$ cat src/rtl/axi_lite_reg_slave.sv
// AXI4-Lite register file for the conv accelerator: RW config registers, a read-only
// status word at reg 1 and a self-clearing start pulse on reg 0 bit 0.
module axi_lite_reg_slave #(
  parameter int unsigned C_S_AXI_ADDR_WIDTH = 32,
  parameter int unsigned C_S_AXI_DATA_WIDTH = 32,
  parameter int unsigned C_NUM_REGS         = 8
) (
  input  logic                                       S_AXI_ACLK,
  input  logic                                       S_AXI_ARESET,
  input  logic [C_S_AXI_ADDR_WIDTH-1:0]              S_AXI_AWADDR,
  input  logic [2:0]                                 S_AXI_AWPROT,
  input  logic                                       S_AXI_AWVALID,
  output logic                                       S_AXI_AWREADY,
  input  logic [C_S_AXI_DATA_WIDTH-1:0]              S_AXI_WDATA,
  input  logic [C_S_AXI_DATA_WIDTH/8-1:0]            S_AXI_WSTRB,
  input  logic                                       S_AXI_WVALID,
  output logic                                       S_AXI_WREADY,
  output logic [1:0]                                 S_AXI_BRESP,
  output logic                                       S_AXI_BVALID,
  input  logic                                       S_AXI_BREADY,
  input  logic [C_S_AXI_ADDR_WIDTH-1:0]              S_AXI_ARADDR,
  input  logic [2:0]                                 S_AXI_ARPROT,
  input  logic                                       S_AXI_ARVALID,
  output logic                                       S_AXI_ARREADY,
  output logic [C_S_AXI_DATA_WIDTH-1:0]              S_AXI_RDATA,
  output logic [1:0]                                 S_AXI_RRESP,
  output logic                                       S_AXI_RVALID,
  input  logic                                       S_AXI_RREADY,
  input  logic [C_S_AXI_DATA_WIDTH-1:0]              i_status,
  output logic [C_NUM_REGS*C_S_AXI_DATA_WIDTH-1:0]   o_regs,
  output logic                                       o_start
);

  localparam int unsigned DATA_W   = C_S_AXI_DATA_WIDTH;
  localparam int unsigned STRB_W   = DATA_W / 8;
  localparam int unsigned IDX_W    = $clog2(C_NUM_REGS);
  localparam int unsigned ADDR_LSB = 2;
  localparam int unsigned HI_LSB   = ADDR_LSB + IDX_W;
  localparam logic [1:0]  RESP_OKAY   = 2'b00;
  localparam logic [1:0]  RESP_SLVERR = 2'b10;

  typedef enum logic [1:0] {W_IDLE, W_ACCEPT, W_RESP} w_state_t;
  typedef enum logic [1:0] {R_IDLE, R_ACCEPT, R_RESP} r_state_t;

  w_state_t w_state_q, w_state_n;
  r_state_t r_state_q, r_state_n;

  logic [DATA_W-1:0] regs_q [C_NUM_REGS];
  logic              awready_q, bvalid_q, start_q, arready_q, rvalid_q;
  logic [1:0]        bresp_q, rresp_q;
  logic [DATA_W-1:0] rdata_q;

  logic              wr_en_c, wr_oor_c, wr_store_c, start_c;
  logic [IDX_W-1:0]  wr_idx_c;
  logic [DATA_W-1:0] wr_merged_c;
  logic              rd_en_c, rd_oor_c;
  logic [IDX_W-1:0]  rd_idx_c;
  logic [DATA_W-1:0] rd_value_c;
  logic              unused_c;

  assign unused_c = ^{S_AXI_AWPROT, S_AXI_ARPROT,
                      S_AXI_AWADDR[ADDR_LSB-1:0], S_AXI_ARADDR[ADDR_LSB-1:0]};

  // Write channel: wait for both AW and W, one-cycle accept, hold response until BREADY.
  always_comb begin
    w_state_n   = w_state_q;
    wr_en_c     = 1'b0;
    wr_idx_c    = S_AXI_AWADDR[ADDR_LSB +: IDX_W];
    wr_oor_c    = |S_AXI_AWADDR[C_S_AXI_ADDR_WIDTH-1:HI_LSB];
    wr_store_c  = 1'b0;
    start_c     = 1'b0;
    wr_merged_c = regs_q[wr_idx_c];
    case (w_state_q)
      W_IDLE:   if (S_AXI_AWVALID && S_AXI_WVALID) w_state_n = W_ACCEPT;
      W_ACCEPT: begin
        w_state_n = W_RESP;
        wr_en_c   = 1'b1;
      end
      W_RESP:   if (S_AXI_BREADY) w_state_n = W_IDLE;
      default:  w_state_n = W_IDLE;
    endcase
    for (int b = 0; b < STRB_W; b++) begin
      if (S_AXI_WSTRB[b]) wr_merged_c[b*8 +: 8] = S_AXI_WDATA[b*8 +: 8];
    end
    // Start bit is a pulse, never stored
    if (wr_idx_c == '0) wr_merged_c[0] = 1'b0;
    wr_store_c = wr_en_c && !wr_oor_c && (wr_idx_c != IDX_W'(1));
    start_c    = wr_en_c && !wr_oor_c && (wr_idx_c == '0) &&
                 S_AXI_WSTRB[0] && S_AXI_WDATA[0];
  end

  // Read channel: one-cycle accept, capture data, hold until RREADY.
  always_comb begin
    r_state_n  = r_state_q;
    rd_en_c    = 1'b0;
    rd_idx_c   = S_AXI_ARADDR[ADDR_LSB +: IDX_W];
    rd_oor_c   = |S_AXI_ARADDR[C_S_AXI_ADDR_WIDTH-1:HI_LSB];
    rd_value_c = '0;
    case (r_state_q)
      R_IDLE:   if (S_AXI_ARVALID) r_state_n = R_ACCEPT;
      R_ACCEPT: begin
        r_state_n = R_RESP;
        rd_en_c   = 1'b1;
      end
      R_RESP:   if (S_AXI_RREADY) r_state_n = R_IDLE;
      default:  r_state_n = R_IDLE;
    endcase
    if (!rd_oor_c) begin
      rd_value_c = (rd_idx_c == IDX_W'(1)) ? i_status : regs_q[rd_idx_c];
    end
  end

  always_ff @(posedge S_AXI_ACLK) begin
    if (S_AXI_ARESET) begin
      w_state_q <= W_IDLE;
      r_state_q <= R_IDLE;
    end else begin
      w_state_q <= w_state_n;
      r_state_q <= r_state_n;
    end
  end

  // Registered handshake outputs, response payloads and register storage.
  always_ff @(posedge S_AXI_ACLK) begin
    if (S_AXI_ARESET) begin
      awready_q <= 1'b0;
      bvalid_q  <= 1'b0;
      bresp_q   <= RESP_OKAY;
      start_q   <= 1'b0;
      arready_q <= 1'b0;
      rvalid_q  <= 1'b0;
      rresp_q   <= RESP_OKAY;
      rdata_q   <= '0;
      for (int k = 0; k < C_NUM_REGS; k++) regs_q[k] <= '0;
    end else begin
      awready_q <= (w_state_n == W_ACCEPT);
      bvalid_q  <= (w_state_n == W_RESP);
      start_q   <= start_c;
      arready_q <= (r_state_n == R_ACCEPT);
      rvalid_q  <= (r_state_n == R_RESP);
      if (wr_en_c)    bresp_q <= wr_oor_c ? RESP_SLVERR : RESP_OKAY;
      if (wr_store_c) regs_q[wr_idx_c] <= wr_merged_c;
      if (rd_en_c) begin
        rdata_q <= rd_value_c;
        rresp_q <= rd_oor_c ? RESP_SLVERR : RESP_OKAY;
      end
    end
  end

  always_comb begin
    o_regs = '0;
    for (int k = 0; k < C_NUM_REGS; k++) o_regs[k*DATA_W +: DATA_W] = regs_q[k];
  end

  assign S_AXI_AWREADY = awready_q;
  assign S_AXI_WREADY  = awready_q;
  assign S_AXI_BVALID  = bvalid_q;
  assign S_AXI_BRESP   = bresp_q;
  assign S_AXI_ARREADY = arready_q;
  assign S_AXI_RVALID  = rvalid_q;
  assign S_AXI_RRESP   = rresp_q;
  assign S_AXI_RDATA   = rdata_q;
  assign o_start       = start_q;

endmodule

$ cat config.mk
export PLATFORM = sky130hd
export DESIGN_NAME = axi_lite_reg_slave
export DESIGN_NICKNAME = d
export VERILOG_FILES = /design/src/rtl/axi_lite_reg_slave.sv
export SDC_FILE = /design/constraint.sdc
export NUM_CORES = 1
export LEC_CHECK = 0
export BUFFER_PORTS_ARGS = -buffer_cell sky130_fd_sc_hd__buf_4
export CAP_MARGIN = 25
export CELL_PAD_IN_SITES_DETAIL_PLACEMENT = 1
export CELL_PAD_IN_SITES_GLOBAL_PLACEMENT = 1
export CORE_MARGIN = 4
export CORE_UTILIZATION = 43
export DETAILED_ROUTE_END_ITERATION = 10
export MAX_ROUTING_LAYER = met4
export PLACE_DENSITY = 0.86
export SYNTH_ARGS = -nofsm -noshare
export SYNTH_HDL_FRONTEND = slang
export SYNTH_SLANG_ARGS = --single-unit
$ cat constraint.sdc
create_clock -name S_AXI_ACLK -period 3.55 [get_ports S_AXI_ACLK]
set_input_delay 0.5325 -clock S_AXI_ACLK [delete_from_list [all_inputs] [get_ports S_AXI_ACLK]]
set_output_delay 0.5325 -clock S_AXI_ACLK [all_outputs]
set_load 0.02 [all_outputs]
==> impl_metrics.tcl, run 1 <==
set metrics [dict create \
    synth_largest_area_cell "edfxtp_1" \
    grt_pass1_wl_mm 69.0 \
    cp_slowest_cell "nor4_4" \
    port_buffers 430 \
    min_path_cells 3 \
    netlist_area_mm2 0.0129 \
    status "complete, no violations" \
    cts_hold_buf 0 \
    grt_pass1_vias 10800 \
    place_ws_ns 0.416 \
    cp.depth 6 \
    avgRoutedWirePerCell_um 26.9 \
    timing.final.crit_share 0.762 \
    ys.flop_type "edfxtp_1" \
    period_needed_ns 2.70 \
    coreArea_mm2 0.0296 \
    die_h_um 181 \
    seq_area_mm2 0.00855 \
    crit_chain "and2b_2, nand4_1, nor4_4, buf_4, and2_2, a21o_1" \
    first_pass_iters 5 \
    ys_ff_latch 299 \
    worst_path_largest_cell_delay_ns 0.50 \
    place_area_mm2 0.0164 \
    powerDensity_mw_per_mm2 488 \
    finClkSkew_ns 0.00935 \
    vdd_drop_max_mv 0.352 \
    cts_sinks 299 \
    yosys.cell_types.count 37 \
    cts_setup_buffers 0 \
    vias 9779 \
    via_per_inst 5.58 \
    rows 63 \
    dieArea_mm2 0.0327 \
    synthMostInstantiatedCell "nor2_1" \
    drc_errors 0 \
    die_w_um 181 \
    ant_nets 0 \
    synth_top_area_frac 0.598 \
    layout_setup_ws_ns 0.846 \
    synth_common_cells "261 x nor2_1, 256 x edfxtp_1, 64 x mux4_2" \
    rsz0062_at_grt "no" \
    antenna_found_initial 0 \
    ios 443 \
    start_util 0.435 \
    path_class "flop to flop" \
    fmax_mhz 370 \
    crit_family "simple AND/OR/NAND/NOR gates" \
    routabilityCongestion 0.861 \
    htreeDepth 2 \
    netlist_top_cells_area "edfxtp_1 60%, mux4_2 11%, nor2_1 7.6%" \
    required_ns 3.68 \
    slew_headroom 0.303 \
    cts_tree "built" \
    cp_data_arrival_time_ns 2.84 \
    worst_pin_slew_ns 1.04 \
    ctsResizeCount 0 \
    p_total_uw 8600 \
    synth_cells 895 \
    worstSetupEndpointType "flop" \
    p_leak_uw 0.00728 \
    finalMaxSlewViolations 0 \
    finalInstanceArea_mm2 0.0176 \
    fillers 2974 \
    multi_input_area_mm2 0.00403 \
    ys_warn_count 0 \
    drt_wl_total_mm 47.2 \
    n_antenna_cell 0 \
    hpwlAfterDp_mm 34.3 \
    fin_setup_tns_ns 0 \
    final_nets 1484 \
    cts_buffers 34 \
    drt-initial-drc-count 807 \
    grt_max_degree 82 \
    crit_fanout 8 \
    synth_seq_area_share 0.665 \
    hp-class "input port to flop" \
    drive_gt1_frac 0.451 \
    hold_viol 0 \
    clockBufferDepth 3 \
    grt-ovfl-total 0 \
    critPathBufInv 1 \
    start_kind "flop" \
    setup_viol 0 \
    synthToLayoutAreaGrowth_pct 37.0 \
    rr_worst_depth 6 \
    grt_use_total 0.288 \
    async_flop_share 0 \
    synth_edf_count 256 \
    path_clk_slew_ns 0.06 \
    synth.avg_cell_area_um2 14.4 \
    insertion_delay_ns 0.50 \
    maxCapViolCount 0 \
    cts-root-buf "clkbuf_16" \
]
-- per-layer routing --
layer,up-vias,GRT usage,wire length [um],part of all wire
li1,4173,-,-,-
met1,4971,0.331,17100,0.36
met2,540,0.508,24900,0.53
met3,95,0.0548,3590,0.076
met4,0,0.0985,1600,0.034
met5,-,-,0,0
-- worst paths after layout --
check | slack [ns] | start | end
hold reg to reg | 0.48 | r_state_q[1] | r_state_q[0]
hold / removal | 0.28 | S_AXI_WDATA[0] | o_start
setup reg to reg | 0.85 | w_state_q[1] | regs_q[3][29]
setup / recovery | 0.85 | w_state_q[1] | regs_q[3][29]
-- per-stage QoR --
stage / utilization / hold slack (ns) / std cells
6_report: 0.596 / 0.279 / 1754
3_3_place_gp: 0.556 / 0.437 / 1693
4_1_cts: 0.596 / 0.256 / 1754
2_1_floorplan: - / 0.427 / 929
3_5_place_dp: 0.556 / 0.477 / 1693
5_1_grt: 0.596 / 0.280 / 1754
-- final cells by class --
class,instances,area share
clock buffer,47,0.0575
clock inverter,14,0.00973
inverter,1,0.000213
multi-input combinational,558,0.229
sequential,299,0.485
tap,390,0.0277
timing repair buffer,445,0.191
-- flip-flops by register name, summed over array words and instances (netlist names) --
register	flops
S_AXI_AWREADY	1
S_AXI_ARREADY	1
S_AXI_RVALID	1
S_AXI_RRESP	1
S_AXI_BVALID	1
S_AXI_BRESP	1
S_AXI_RDATA	32
regs_q	256
w_state_q	2
r_state_q	2
o_start	1
-- cell usage in the layout (no fill, tap or decap), types with 2 or more instances in the layout --
cell	count
clkbuf_16	37
clkbuf_8	5
nor4b_1	2
a22oi_1	32
clkinv_2	5
dfxtp_1	43
nand2_4	5
nand3_1	2
a41o_1	2
edfxtp_1	256
nor4_2	3
conb_1	35
buf_12	2
buf_4	443
and2_2	5
clkinv_1	4
nor2_1	261
nor4_4	2
nand4_1	4
mux2_2	31
clkbuf_1	5
mux4_2	64
a21oi_1	2
a21o_1	31
a31o_2	2
nor3b_1	4
bufinv_16	4
nor3_1	8
nor4_1	11
nand2_1	41
-- worst min-delay path: stages --
cell and delay, ns:
buf_4 0.12, inv_1 0.05, nor4_1 0.04
-- power breakdown --
part / internal, uW / leakage, uW / total, uW / switching [uW]
combinational: 395 / 0.00370 / 901 / 506
sequential: 3930 / 0.00300 / 4010 / 82.0
clock: 2290 / 0.000586 / 3690 / 1400
total: 6610 / 0.00728 / 8600 / 1990
-- kinds of logic (layout without fill, tap and decap cells) --
logic type,after synthesis,after routing,synth area share
other,1,35,0.000292
AOI/OAI and AO/OA,69,69,0.0405
muxes,95,95,0.139
buffers and inverters,72,507,0.0337
DFF,299,299,0.665
and+or+nand+nor,359,359,0.122
(Power assumes the default switching activity.)
==> run 2: changes to the inputs <==
--- a/config.mk
+++ b/config.mk
@@ -5,15 +5,16 @@
 export SDC_FILE = /design/constraint.sdc
 export NUM_CORES = 1
 export LEC_CHECK = 0
+export ABC_AREA = 1
 export BUFFER_PORTS_ARGS = -buffer_cell sky130_fd_sc_hd__buf_4
 export CAP_MARGIN = 25
 export CELL_PAD_IN_SITES_DETAIL_PLACEMENT = 1
 export CELL_PAD_IN_SITES_GLOBAL_PLACEMENT = 1
 export CORE_MARGIN = 4
-export CORE_UTILIZATION = 43
+export CORE_UTILIZATION = 34
 export DETAILED_ROUTE_END_ITERATION = 10
 export MAX_ROUTING_LAYER = met4
-export PLACE_DENSITY = 0.86
+export PLACE_DENSITY = 0.77
 export SYNTH_ARGS = -nofsm -noshare
 export SYNTH_HDL_FRONTEND = slang
 export SYNTH_SLANG_ARGS = --single-unit
==> constraint.sdc (replaced) <==
create_clock -name S_AXI_ACLK -period 2.3 [get_ports S_AXI_ACLK]
set_input_delay 0.345 -clock S_AXI_ACLK [delete_from_list [all_inputs] [get_ports S_AXI_ACLK]]
set_output_delay 0.345 -clock S_AXI_ACLK [all_outputs]
set_load 0.02 [all_outputs]
==> run 2 against run 1 <==
Synthesized cell count grew 54%. Largest cell class unchanged. Total power grew 61%. Count of clock-buffer cells in the layout shrank 7. Sequential cell count is the same. Largest power group unchanged. Register-to-register slack lost 0.57 ns.
==> impl_metrics.tcl, run 2 <==
set metrics [dict create \
    start_kind "flop" \
    ctsResizeCount 0 \
    worst_pin_slew_ns 0.610 \
    antenna_found_initial 1 \
    top_register "regs_q" \
    status "complete, no violations" \
    coreArea_mm2 0.0386 \
    finClkSkew_ns 0.0173 \
    avgRoutedWirePerCell_um 21.9 \
    slew_headroom 0.593 \
    worst_path_largest_cell_delay_ns 0.37 \
    synth_largest_area_cell "edfxtp_1" \
    ys_warn_count 0 \
    drc_errors 0 \
    period_needed_ns 2.02 \
    fmax_mhz 495 \
    seqPwrFrac 0.448 \
    ff2ff_setup_slack_ns 0.28 \
    synth_top_area_frac 0.577 \
    switching_share 0.246 \
    netlist_top_cells_area "edfxtp_1 58%, nor2_1 15%, dfxtp_1 6.5%" \
    dieArea_mm2 0.0424 \
    path_class "flop to flop" \
    worstSetupEndpointType "flop" \
    final_nets 2001 \
    cts_sinks 299 \
    ys.flop_type "edfxtp_1" \
    die_w_um 206 \
    netlist_area_mm2 0.0133 \
    grt_max_degree 78 \
    ys_ff_latch 299 \
    cts_buffers 35 \
    required_ns 2.49 \
    timing.final.crit_share 0.878 \
    crit_chain "inv_1, nand2_1, nor2_1, nand2_1, nor2_4, buf_4, nand4_1, nand2_1" \
    first_pass_iters 5 \
    finalMaxSlewViolations 0 \
    maxCapViolCount 0 \
    vdd_drop_max_mv 0.573 \
    cts_setup_buffers 0 \
    p_switching_uw 3410 \
    finalInstanceArea_mm2 0.0188 \
    rsz0062_at_grt "no" \
    path_clk_slew_ns 0.06 \
    synth_seq_area_share 0.642 \
    hold_viol 0 \
    crit_family "simple AND/OR/NAND/NOR gates" \
    drive_gt1_frac 0.324 \
    grt-ovfl-total 0 \
    ios 443 \
    yosys.cell_types.count 23 \
    critPathBufInv 2 \
    synth_cells 1380 \
    rr_worst_depth 8 \
    synth_common_cells "520 x nor2_1, 256 x edfxtp_1, 123 x nand2_1" \
    htreeDepth 2 \
    ant_nets 0 \
    synth_edf_count 256 \
    crit_fanout 16 \
    min_path_cells 3 \
    cts_tree "built" \
    drt_wl_total_mm 52.7 \
    p_clk_frac 0.438 \
    worstHoldEndpoint "r_state_q[0]" \
    r2r-end "regs_q[7][27]" \
    vias 12000 \
    port_buffers 430 \
    insertion_delay_ns 0.54 \
    hp-class "input port to flop" \
    drt-initial-drc-count 825 \
    synth.avg_cell_area_um2 9.65 \
    via_per_inst 5.01 \
    fillers 4371 \
    min_from "S_AXI_ARVALID" \
    rr_startpoint "w_state_q[1]" \
    synthMostInstantiatedCell "nor2_1" \
    cts_hold_buf 0 \
    comb_power_share 0.114 \
    p_total_uw 13800 \
    cts-root-buf "clkbuf_16" \
    grt_pass1_wl_mm 76.4 \
    grt_pass1_vias 12600 \
    fin_setup_tns_ns 0 \
    cp_slowest_cell "nand2_1" \
    async_flop_share 0 \
    p_leak_uw 0.00815 \
    cp_data_arrival_time_ns 2.21 \
    hpwlAfterDp_mm 39.0 \
    grt_use_total 0.246 \
    place_area_mm2 0.0175 \
    most-common-layout-cells "519 x nor2_1, 479 x buf_4, 256 x edfxtp_1, 122 x nand2_1, 98 x nand3_1" \
    rows 72 \
    die_h_um 206 \
    largest_reg_flops 256 \
    routabilityCongestion 0.876 \
    crit_path_frequent_cell "nand2_1" \
    layout_commonest_cell "nor2_1" \
    internal_power_uw 10400 \
    powerDensity_mw_per_mm2 737 \
    whs_ns 0.0654 \
    setup_viol 0 \
    cp.depth 8 \
    clockBufferDepth 3 \
    start_util 0.344 \
    synthToLayoutAreaGrowth_pct 41.0 \
]
[run 2: cell count changes in the layout (fill, tap and decap cells not counted), moves of 11 or more]
cell and change:
nor4_1 -11, nor2_1 +258, a21oi_1 +34, buf_4 +36, a22oi_1 -32, nand2_1 +81, nand3_1 +96, inv_1 +40
a21o_1 -31, or2_2 +33, mux2_2 -31, o21ai_0 +97, mux4_2 -64, nand4_2 +26
[run 2: worst register-to-register path, cell delays in order, from the launching register on]
cell and delay, ns:
dfxtp_1 0.32, inv_1 0.10, nand2_1 0.11, nor2_1 0.13, nand2_1 0.10, nor2_4 0.13, buf_4 0.26, nand4_1 0.16
nand2_1 0.37
[run 2: kinds of logic after synthesis]
| kind of cell | share of synthesized area |
|---|---|
| compound gates | 0.0509 |
| buf+inv | 0.0387 |
| flops | 0.642 |
| other cells | 0.000282 |
| simple gates | 0.268 |
[run 2: cell type report]
class / count / area (um^2) / share of cell area
Sequential cell: 299 / 8550 / 0.455
Multi-Input combinational cell: 990 / 4390 / 0.234
Timing Repair Buffer: 487 / 3760 / 0.200
Clock buffer: 40 / 957 / 0.0510
Tap cell: 518 / 648 / 0.0345
Clock inverter: 23 / 303 / 0.0161
Inverter: 43 / 163 / 0.00866
Antenna cell: 1 / 2.50 / 0.000133
[run 2: how the worst max path moves through the flow]
stage                          start             to
finish                  w_state_q[1]  regs_q[7][27]
floorplan               S_AXI_ARESET  regs_q[2][10]
global placement    S_AXI_AWADDR[16]  regs_q[0][29]
global route            w_state_q[0]  regs_q[7][30]
CTS                     w_state_q[1]  regs_q[0][29]
detailed placement  S_AXI_AWADDR[24]  regs_q[0][24]
[run 2: per-layer routing]
| layer | share of wire | vias up | track usage |
|---|---|---|---|
| li1 | - | 5552 | - |
| met1 | 0.39 | 5870 | 0.298 |
| met2 | 0.50 | 511 | 0.412 |
| met3 | 0.079 | 93 | 0.0537 |
| met4 | 0.030 | 0 | 0.0798 |
| met5 | 0 | - | - |
[run 2: power groups by stage]
stage / Sequential, uW / Combinational [uW] / Clock (uW)
global route: 6220 / 1690 / 6400
finish: 6210 / 1570 / 6060
CTS: 6210 / 1590 / 6180
global placement: 6310 / 1540 / 0
floorplan: 6520 / 541 / 0
detailed placement: 6320 / 1580 / 0
[run 2: per-stage QoR]
stage	std cells	worst slack, ns	util
3_3_place_gp	2337	0.262	0.453
5_1_grt	2401	0.118	0.486
6_report	2401	0.281	0.486
2_1_floorplan	1414	0.402	-
3_5_place_dp	2337	0.159	0.453
4_1_cts	2400	0.290	0.486
==> run 3: changes to the inputs <==
==> config.mk (replaced) <==
export PLATFORM = sky130hd
export DESIGN_NAME = axi_lite_reg_slave
export DESIGN_NICKNAME = d
export VERILOG_FILES = /design/src/rtl/axi_lite_reg_slave.sv
export SDC_FILE = /design/constraint.sdc
export NUM_CORES = 1
export LEC_CHECK = 0
export ABC_AREA = 1
export CAP_MARGIN = 25
export CELL_PAD_IN_SITES_DETAIL_PLACEMENT = 1
export CELL_PAD_IN_SITES_GLOBAL_PLACEMENT = 1
export CORE_MARGIN = 4
export CORE_UTILIZATION = 30
export DETAILED_ROUTE_END_ITERATION = 10
export DONT_BUFFER_PORTS = 1
export PLACE_DENSITY = 0.58
export SYNTH_ARGS = -nofsm -noshare
export SYNTH_HDL_FRONTEND = slang
export SYNTH_SLANG_ARGS = --single-unit
==> run 3 against run 2 <==
Combinational power shrank 54%. Design area shrank 18%. Critical path depth grew 1. Total power shrank 9.1%. Cell count shrank 15%. Die area grew 13%. Worst setup slack lost 0.019 ns. Sequential cell count is the same. Count of clock-buffer cells in the layout grew 8. Utilization shrank 13 points. Highest routed layer unchanged. Wire length shrank 4.8%.
==> impl_metrics.tcl, run 3 (synthesis results as in run 2) <==
set metrics [dict create \
    fmax_mhz 491 \
    required_ns 2.76 \
    insertion_delay_ns 0.52 \
    fin_setup_tns_ns 0 \
    via_per_inst 4.99 \
    min_path_cells 2 \
    hold_viol 0 \
    status "complete, no violations" \
    cts_sinks 299 \
    cp_slowest_cell "dlygate4sd3_1" \
    rows 76 \
    final_nets 1572 \
    cts_tree "built" \
    most-common-layout-cells "519 x nor2_1, 256 x edfxtp_1, 122 x nand2_1, 98 x nand3_1, 97 x o21ai_0" \
    layout_commonest_cell "nor2_1" \
    p_leak_uw 0.00594 \
    place_ws_ns 0.297 \
    vdd_drop_max_mv 0.573 \
    start_kind "flop" \
    path_clk_slew_ns 0.06 \
    drive_gt1_frac 0.115 \
    worstSetupEndpointType "flop" \
    synthToLayoutAreaGrowth_pct 16.3 \
    largest_reg_flops 256 \
    cts-root-buf "clkbuf_16" \
    drt-initial-drc-count 685 \
    port_buffers 0 \
    first_pass_iters 5 \
    path_class "flop to flop" \
    worst_path_largest_cell_delay_ns 0.58 \
    grt_pass1_vias 10500 \
    worstHoldEndpoint "S_AXI_AWREADY" \
    period_needed_ns 2.04 \
    grt_pass1_wl_mm 71.6 \
    cp_data_arrival_time_ns 2.50 \
    routabilityCongestion 0.814 \
    dieArea_mm2 0.0478 \
    htreeDepth 2 \
    hp-class "input port to flop" \
    hpwlAfterDp_mm 35.7 \
    drt_wl_total_mm 50.2 \
    rsz0062_at_grt "no" \
    cts_setup_buffers 0 \
    ant_nets 0 \
    timing.final.crit_share 0.886 \
    drc_errors 0 \
    layout_setup_ws_ns 0.261 \
    maxCapViolCount 0 \
    cts_buffers 36 \
    coreArea_mm2 0.0435 \
    grt_use_total 0.203 \
    r2r-end "o_start" \
    finalMaxSlewViolations 0 \
    start_util 0.306 \
    die_w_um 219 \
    finClkSkew_ns 0.00747 \
    rr_startpoint "w_state_q[1]" \
    vias 10200 \
    setup_viol 0 \
    ios 443 \
    powerDensity_mw_per_mm2 813 \
    top_register "regs_q" \
    grt-ovfl-total 0 \
    rr_worst_depth 9 \
    ff2ff_setup_slack_ns 0.26 \
    crit_path_frequent_cell "nand2_1" \
    clockBufferDepth 3 \
    avgRoutedWirePerCell_um 24.6 \
    antenna_found_initial 2 \
    crit_fanout 36 \
    grt_max_degree 130 \
    crit_chain "inv_1, nand2_1, nor2_1, nand2_1, nor2_4, buf_12, nand2_1, nor3b_1, dlygate4sd3_1" \
    min_from "S_AXI_WVALID" \
    die_h_um 219 \
]
## run 3: cell type report
| type | count | area (um^2) |
|---|---|---|
| Antenna cell | 1 | 2.50 |
| Clock buffer | 48 | 998 |
| Clock inverter | 15 | 108 |
| Fill cell | 4925 | 28000 |
| Inverter | 43 | 163 |
| Multi-Input combinational cell | 990 | 4390 |
| Sequential cell | 299 | 8550 |
| Tap cell | 585 | 732 |
| Timing Repair Buffer | 57 | 538 |
## run 3: metrics by stage
step | total power (uW) | area, um^2 | hold WS, ns | instances | utilization
after floorplan | 7060 | 13400 | 0.420 | 1414 | -
after global placement | 7300 | 14300 | 0.429 | 1967 | 0.329
final | 12600 | 15500 | 0.0412 | 2038 | 0.356
after global routing | 13100 | 15500 | 0.0402 | 2038 | 0.356
after CTS | 12800 | 15500 | 0.0167 | 2037 | 0.356
after detailed placement | 7310 | 14300 | 0.436 | 1967 | 0.329
## run 3: routing by layer
metal	vias to the layer above	track usage	share of wire
met2	368	0.343	0.49
li1	4683	-	-
met5	-	0	0
met4	0	0.0554	0.022
met3	59	0.0722	0.093
met1	5068	0.247	0.39
## run 3: worst max-delay path by stage
stage	from	to	slack, ns
after global placement	S_AXI_AWADDR[8]	regs_q[7][27]	0.32
after detailed placement	S_AXI_AWADDR[8]	regs_q[5][27]	0.30
final	w_state_q[1]	o_start	0.26
after floorplan	S_AXI_ARESET	regs_q[2][10]	0.40
after CTS	w_state_q[1]	o_start	0.30
after global routing	w_state_q[1]	o_start	0.07
## run 3: power by group
part,switching (uW),internal (uW),leakage (uW)
clock network,2190,3170,0.000539
logic,514,204,0.00244
registers,424,6090,0.00296
total,3120,9460,0.00594
## run 3: timing repair
action | 4_1_cts | 5_1_grt
hold buffers | 7 | 0
gates resized for setup | 0 | 0
hold endpoints to repair | 72 | 0
## run 3: worst max-delay path, delay by kind of cell (launching register included)
kind	cells	cell delay, ns
buffers and inverters	3	0.91
AND/OR/NAND/NOR	6	0.75
flip-flops	1	0.32
